==> src/rtl/icache.sv <==
// icache: direct-mapped, one-word-per-line instruction cache between the
// decoder fetch port and the memory controller.
// Ports:
//   clk_in, rst_in (async, active-low), rdy_in (global stall when low)
//   clear      : pipeline flush, abandons the current fetch
//   if_enable, if_addr -> inst_ready (pulse), inst
//   mem_req, mem_addr  -> mem_done (pulse), mem_data
module icache #(
  parameter int IDX_WIDTH = 4
) (
  input  logic        clk_in,
  input  logic        rst_in,
  input  logic        rdy_in,
  input  logic        clear,
  input  logic        if_enable,
  input  logic [31:0] if_addr,
  output logic        inst_ready,
  output logic [31:0] inst,
  output logic        mem_req,
  output logic [31:0] mem_addr,
  input  logic        mem_done,
  input  logic [31:0] mem_data
);

  localparam int LINES = 1 << IDX_WIDTH;
  localparam int TAG_W = 30 - IDX_WIDTH;

  typedef enum logic {
    IDLE,
    MISS
  } state_t;

  state_t state;

  logic [LINES-1:0] valid;
  logic [TAG_W-1:0] tag_mem [LINES];
  logic [31:0]      data_mem [LINES];

  logic [IDX_WIDTH-1:0] idx;
  logic [TAG_W-1:0]     tag;
  logic                 hit;

  // mem_addr doubles as the latched request address for the refill.
  logic [IDX_WIDTH-1:0] fill_idx;
  logic [TAG_W-1:0]     fill_tag;
  logic                 fill_we;

  assign idx = if_addr[IDX_WIDTH+1:2];
  assign tag = if_addr[31:IDX_WIDTH+2];
  assign hit = valid[idx] && (tag_mem[idx] == tag);

  assign fill_idx = mem_addr[IDX_WIDTH+1:2];
  assign fill_tag = mem_addr[31:IDX_WIDTH+2];

  // A refill lands even when clear arrives with mem_done: the data
  // is still correct for mem_addr.
  assign fill_we = rdy_in && (state == MISS) && mem_done;

  always_ff @(posedge clk_in) begin
    if (fill_we) begin
      tag_mem[fill_idx]  <= fill_tag;
      data_mem[fill_idx] <= mem_data;
    end
  end

  always_ff @(posedge clk_in or negedge rst_in) begin
    if (!rst_in) begin
      state      <= IDLE;
      valid      <= '0;
      inst_ready <= 1'b0;
      inst       <= '0;
      mem_req    <= 1'b0;
      mem_addr   <= '0;
    end else if (rdy_in) begin
      inst_ready <= 1'b0;
      if (fill_we) begin
        valid[fill_idx] <= 1'b1;
      end
      if (clear) begin
        state   <= IDLE;
        mem_req <= 1'b0;
      end else begin
        unique case (state)
          IDLE: begin
            if (if_enable) begin
              if (hit) begin
                inst       <= data_mem[idx];
                inst_ready <= 1'b1;
              end else begin
                mem_req  <= 1'b1;
                mem_addr <= if_addr & ~32'h3;
                state    <= MISS;
              end
            end
          end
          MISS: begin
            if (mem_done) begin
              inst       <= mem_data;
              inst_ready <= 1'b1;
              mem_req    <= 1'b0;
              state      <= IDLE;
            end
          end
          default: state <= IDLE;
        endcase
      end
    end
  end

endmodule

==> config.mk <==
export PLATFORM = sky130hd
export DESIGN_NAME = icache
export DESIGN_NICKNAME = d
export VERILOG_FILES = /design/src/rtl/icache.sv
export SDC_FILE = /design/constraint.sdc
export NUM_CORES = 1
export LEC_CHECK = 0
export BUFFER_PORTS_ARGS = -buffer_cell sky130_fd_sc_hd__buf_2
export CAP_MARGIN = 10
export CELL_PAD_IN_SITES_DETAIL_PLACEMENT = 1
export CELL_PAD_IN_SITES_GLOBAL_PLACEMENT = 1
export CORE_UTILIZATION = 30
export CTS_BUF_LIST = sky130_fd_sc_hd__clkbuf_4
export CTS_CLUSTER_SIZE = 25
export DETAILED_ROUTE_END_ITERATION = 6
export MAX_ROUTING_LAYER = met4
export PLACE_DENSITY = 0.52
export SLEW_MARGIN = 25
export SYNTH_ARGS = -nofsm -noshare
export SYNTH_HDL_FRONTEND = slang
export SYNTH_SLANG_ARGS = --single-unit
==> constraint.sdc <==
create_clock -name clk_in -period 11.41 [get_ports clk_in]
set_clock_uncertainty 0.15 [all_clocks]
set_input_delay 1.141 -clock clk_in [delete_from_list [all_inputs] [get_ports clk_in]]
set_output_delay 1.141 -clock clk_in [all_outputs]
set_load 0.005 [all_outputs]
Word-level counts from Yosys, hierarchy flattened
Memories as Yosys holds them, arrays and structs flattened.
Cells that the tools add are included.
W data, S select, Z words.
- order comparisons: 3
- eq/ne operators: 7
- muxes and demuxes: 25
- bitwise operators: 4
- reduce and logical (&&, ||, !) cells: 8
- operator list (cell ; count):
    $mux W32 ; 3
    $pmux W32 S2 ; 1
    $eq A26 B26 Y1 ; 1
    $mux W1 ; 16
    $or A16 B16 Y16 ; 1
    $lt A4 B5 Y1 const B ; 2
    $reduce_and A5 Y1 ; 2
    $ne A3 B3 Y1 const B ; 3
    $ne A2 B2 Y1 const B ; 3
    $pmux W1 S2 ; 3
    $bmux W1 S4 ; 1
    $demux W1 S4 ; 1
    $ge A4 B1 Y1 const B ; 1
    $logic_and A1 B1 Y1 ; 4
    $reduce_and A4 Y1 ; 1
    $not A1 Y1 ; 3
    $reduce_and A2 Y1 ; 1
- register bits after elaboration: 81
- RAM bits: 928
- memories kept: 2
- memories (memory ; depth ; bits a word ; rd ports ; clocked after Yosys merged registers in ; wr ports ; RTL line ; RTL):
    data_mem ; 16 ; 32 ; 1 ; 0 ; 1 ; 37 ; logic [31:0] data_mem [LINES];
    tag_mem ; 16 ; 26 ; 1 ; 0 ; 1 ; 36 ; logic [TAG_W-1:0] tag_mem [LINES];

Logic depth before layout (Yosys ltp)
- depth in word-level cells: 7
- gate-level depth with buffers: 14

Worst setup path after synthesis
No wires, ideal clock.
- path kind: input-to-reg
- start point: in rdy_in
- end point: reg valid[0]
- arrival time: 6076 ps
- data required time: 11171 ps
- setup slack: 5095 ps
- stages on the path: 4
- cell sequence: nand3_1 or3_1 nor3_1 or2_2
- longest elaborated chain between the ends: 3
- RTL lines (what ; RTL line ; RTL):
    from (decl) ; 13 ; input logic rdy_in,
    $logic_and A1 B1 Y1 (2 in series) ; 57 ; assign fill_we = rdy_in && (state == MISS) && mem_done;
    $reduce_and A2 Y1 (no source line) (*) ; -- ;
    to (signal assigned) ; 69 ; valid <= '0;
    to (signal, indexed assignment) ; 77 ; valid[fill_idx] <= 1'b1;
    to (decl) ; 35 ; logic [LINES-1:0] valid;
Mark *: on every way between the ends. The rest lies on a longest branch, timed or not.
A chain may end at the register's enable or synchronous reset.

Worst setup path after layout
- start point: in if_addr[3]
- end point: reg inst[25]
- longest elaborated chain between the ends: 5
- elaborated cells between the ends (all ways): 11
- classes of those cells: eq/ne (2); mux (5); reduce/logical (2); memory (2)
- RTL lines (what ; RTL line ; RTL):
    from (decl) ; 16 ; input logic [31:0] if_addr,
    $mem_v2 Z16 W26 or $bmux W1 S4 (tied branches) ; -- ;
    $eq A26 B26 Y1 or $mux W1 (tied branches) ; 50 ; assign hit = valid[idx] && (tag_mem[idx] == tag);
    $logic_and A1 B1 Y1 ; 50 ;
    $ne A2 B2 Y1 (no source line) ; -- ;
    $reduce_and A5 Y1 (no source line) ; -- ;
    to (signal assigned) ; 87 ; inst <= data_mem[idx];
    to (signal assigned) ; 98 ; inst <= mem_data;
    to (decl) ; 18 ; output logic [31:0] inst,
Several ways; a longest one is shown, not always the timed one. The select of a mux whose other input is x is not followed.

==> results.txt <==
----------------------------------------------------
[Layout]
  Finished Cell Area ... 45680 sq um
  Synth-to-Final Area Change ... 16.53%
  Non-filler cells in the finished layout ... just over 4000
  Count of fill cells added during filler insertion ... 12911
  Share of final-layout standard cells stronger than drive strength 1 ... 43.01%
  Footprint of the multi-input gates ... 8959 sq um
  Number of nets in the finished design ... 2172
  Area taken by flip-flops and latches ... about 30000 sq um

[Setup path]
  Reg-to-Reg Start ... tag_mem[0][2]
  Required arrival time at the worst endpoint ... roughly 12 ns
  Depth of the most critical reg-to-reg path ... 8
  Register-to-register setup slack ... 7.15 ns
  Data arrival time of the critical path ... 6.38 ns
  Critical Path Source Type ... input port
  Endpoint kind of the worst setup timing path ... flop
  Peak fanout along the critical path ... 85
  Reg2reg end ... inst[25]
  Setup CP Type ... input port to flop

[Global route]
  Global-route wire length before repair ... 152500 microns
  Aggregate global-route resource usage ... 16.84%
  Vias in the first global route ... 21468
  Remaining global-route overflow ... 0
  Number of antenna violations at the first check in global routing ... 18
  Maximum number of pins on one net before global-route repair ... between 90 and 100

[Detailed routing]
  Routed Antenna Nets ... 0
  Violation count after the first detailed-route iteration ... 1502
  Remaining design rule violation count ... 0
  WL final ... ~110000 microns
  Average vias per placed instance ... 4.803
  Wirelength per Cell ... 26.25 microns
  TritonRoute pass-1 iters ... 7
  Routed vias ... 19465

[Timing]
  Number of hold violations in the final report ... 0
  Highest clock rate ... between 0.15 and 0.2 GHz
  Period utilisation layout ... approximately half
  Total setup violations reported at the end of the flow ... 0
  Final critical delay including setup and external delays ... 5.519 ns
  Sum of negative setup slack ... 0 ns
  Setup repair after global routing missed its margin ... no
  Slew @ Worst Pin ... 1.077 ns
  Pins over their slew limit ... 0
  Slew Limit Headroom ... 28.18%

[Synth]
  Cell with the most instances after synthesis ... sky130_fd_sc_hd__edfxtp_1
  Number of instances in the synthesized netlist ... 1715
  Number of library cell types mapped by synthesis ... 56
  Cell accounting for the most synthesized area ... sky130_fd_sc_hd__edfxtp_1
  Async set or reset register ratio after synthesis ... 8.028%
  Most used flip-flop cell after synthesis ... sky130_fd_sc_hd__edfxtp_1
  Synth top cells by count ... sky130_fd_sc_hd__edfxtp_1, sky130_fd_sc_hd__mux4_2, sky130_fd_sc_hd__dfrtp_1, sky130_fd_sc_hd__mux2_2, sky130_fd_sc_hd__mux2i_1
  Flip-flop and latch count after synthesis ... slightly above 1000
  Proportion of synthesized chip area in sequential cells ... 76.26%
  Synth top area cells ... sky130_fd_sc_hd__edfxtp_1, sky130_fd_sc_hd__mux4_2, sky130_fd_sc_hd__dfrtp_1, sky130_fd_sc_hd__mux2_2, sky130_fd_sc_hd__mux2i_1
  Post-synthesis cell area ... 39200 sq um
  Portion of synthesized cell area occupied by the leading cell type ... a little under three quarters
  Mean cell area of the mapped netlist ... 22.86 sq um
  Post-synth EDFFs ... approximately 930
  Yosys warnings ... 0

[Worst hold path]
  Worst hold path depth ... 2
  Origin of the worst min-delay path ... if_addr[10]
  Hold Path Class ... input port to flop
  Hold Path End ... mem_addr[10]

[Die]
  Row cnt ... 132
  Die Height ... 363.5 microns
  Core footprint ... 129500 sq um
  Ports placed on the boundary ... 136
  Die footprint ... 132100 sq um
  Starting density of the core ... 30.27%
  Die W ... 363.5 microns

[Clock network]
  CTS tree ... done
  Post-CTS Setup Repair Bufs ... 0
  Clock insertion delay at the later pin of the skew report ... 1.20 ns
  Clock input transition at the sequential cells of the worst setup and hold paths ... 0.06 ns
  Clock buffers created by TritonCTS ... 288
  Clock Path Buffers ... 4
  CTS Sinks ... 1009
  Max H-tree Level ... 5
  Library cell used as clock root buffer ... sky130_fd_sc_hd__clkbuf_4

[Power and ir drop]
  Worst ir drop on vdd ... 0.0001055 V
  Clock share of power ... ~39%
  Leak ... 15.32 nW
  Fraction of power consumed by combinational cells ... under 10%
  Switching power summed over all nets ... between 1.5 and 2 mW
  Fraction of power spent switching nets ... 23.82%
  Overall power consumption ... 8.235 mW
  Part of the power in registers ... 53.6%
  Pwr dens ... 180.3 nW/um^2
  Int Pwr ... 6.273 mW

[Placed design]
  Cell count after placement ... 3547
  HPWL Detailed ... 54770 microns
  Total of buffers placed on input and output ports ... roughly 130
  Final Wtd Congestion ... between 0.7 and 0.8
  Area post-placement ... 42090 sq um

[Run]
  Max cap viols ... 0

[Run status]
  Run status ... completed

----------------------------------------------------
power by group through the flow:
stage,clock network (mW),registers (mW),logic [mW]
finish,3.23,4.42,0.593
CTS,3.35,4.42,0.613
floorplan,0,4.44,0.334
global route,3.54,4.44,0.646
global placement,0,4.48,0.601
detailed placement,0,4.50,0.609
layout by cell type (no fill, tap or decap), types with 9 or more instances in the layout:
master	netlist	layout
sky130_fd_sc_hd__edfxtp_1	928	928
sky130_fd_sc_hd__clkbuf_4	0	436
sky130_fd_sc_hd__mux4_2	235	235
sky130_fd_sc_hd__buf_2	20	127
sky130_fd_sc_hd__dfrtp_1	81	80
sky130_fd_sc_hd__mux2_2	71	71
sky130_fd_sc_hd__mux2i_1	69	69
sky130_fd_sc_hd__clkinv_1	0	40
sky130_fd_sc_hd__buf_4	14	40
sky130_fd_sc_hd__nand2_1	26	26
sky130_fd_sc_hd__xnor2_1	24	24
sky130_fd_sc_hd__mux2_4	20	20
sky130_fd_sc_hd__mux4_1	16	16
sky130_fd_sc_hd__o21ai_0	16	16
sky130_fd_sc_hd__or2_2	16	16
sky130_fd_sc_hd__nor2_1	26	14
sky130_fd_sc_hd__nor2_4	0	12
sky130_fd_sc_hd__inv_2	3	12
sky130_fd_sc_hd__a22oi_1	11	11
sky130_fd_sc_hd__diode_2	0	9
worst max path at each step:
stage               start       end  slack, ns  depth (start not counted)
2_1_floorplan      rdy_in  valid[0]       5.09                          4
3_3_place_gp   if_addr[3]  inst[30]       4.66                         12
3_5_place_dp   if_addr[3]  inst[30]       4.59                         12
4_1_cts        if_addr[3]  inst[30]       5.91                         12
5_1_grt        if_addr[3]  inst[25]       5.71                         12
6_report       if_addr[3]  inst[25]       5.89                         12
registers in the layout, summed over array words and instances (netlist names):
signal      flops
data_mem      512
inst           32
inst_ready      1
mem_addr       30
mem_req         1
state           1
tag_mem       416
valid          16
what timing repair did:
action                                 in CTS  in global routing
gates resized for setup                     0                  0
endpoints found under the hold margin      34                  0
hold buffers                                6                  0
critical path, cell delays in order:
cell	delay, ns
sky130_fd_sc_hd__clkbuf_8	0.70
sky130_fd_sc_hd__buf_4	0.76
sky130_fd_sc_hd__mux4_1	0.64
sky130_fd_sc_hd__mux2i_1	0.29
sky130_fd_sc_hd__o32ai_1	0.12
sky130_fd_sc_hd__a2111oi_0	0.58
sky130_fd_sc_hd__o21ai_1	0.15
sky130_fd_sc_hd__a2111oi_2	0.33
sky130_fd_sc_hd__nand4_2	0.28
sky130_fd_sc_hd__o31ai_4	0.25
sky130_fd_sc_hd__buf_4	0.65
sky130_fd_sc_hd__mux2_2	0.41
cells by family (layout without fill, tap and decap cells):
| kind of cell | Yosys count | after routing | share of synthesized area (%) |
|---|---|---|---|
| xor+xnor | 32 | 32 | 0.7150 |
| flops | 1009 | 1009 | 76.26 |
| compound gates | 68 | 68 | 1.309 |
| other cells | 1 | 11 | 0.009567 |
| simple gates | 100 | 100 | 1.283 |
| mux | 414 | 414 | 19.23 |
| buf+inv | 91 | 677 | 1.194 |
metrics by stage:
stage          utilization (%)  worst slack (ns)  hold WS [ns]
2_1_floorplan                -             5.095        0.2837
3_3_place_gp             32.48             4.663        0.2958
3_5_place_dp             32.51             4.590        0.2995
4_1_cts                  35.24             5.913      0.007009
5_1_grt                  35.28             5.705       0.03549
6_report                 35.28             5.891        0.1512
layout make-up:
type,count,share of cell area (%)
antenna,9,0.04930
clock buffer,436,7.165
clock inverter,54,0.4547
inverter,8,0.07122
multi-input combinational,616,19.61
sequential,1009,65.44
tap,1742,4.771
timing repair buffer,179,2.432
routing by layer:
layer	up-vias	track usage, %	wire, microns
met5	-	-	0
met4	0	5.237	1967
met3	186	3.730	4871
met2	553	26.26	51660
met1	10541	21.92	47900
li1	8185	-	-
(Power assumes the default switching activity.)
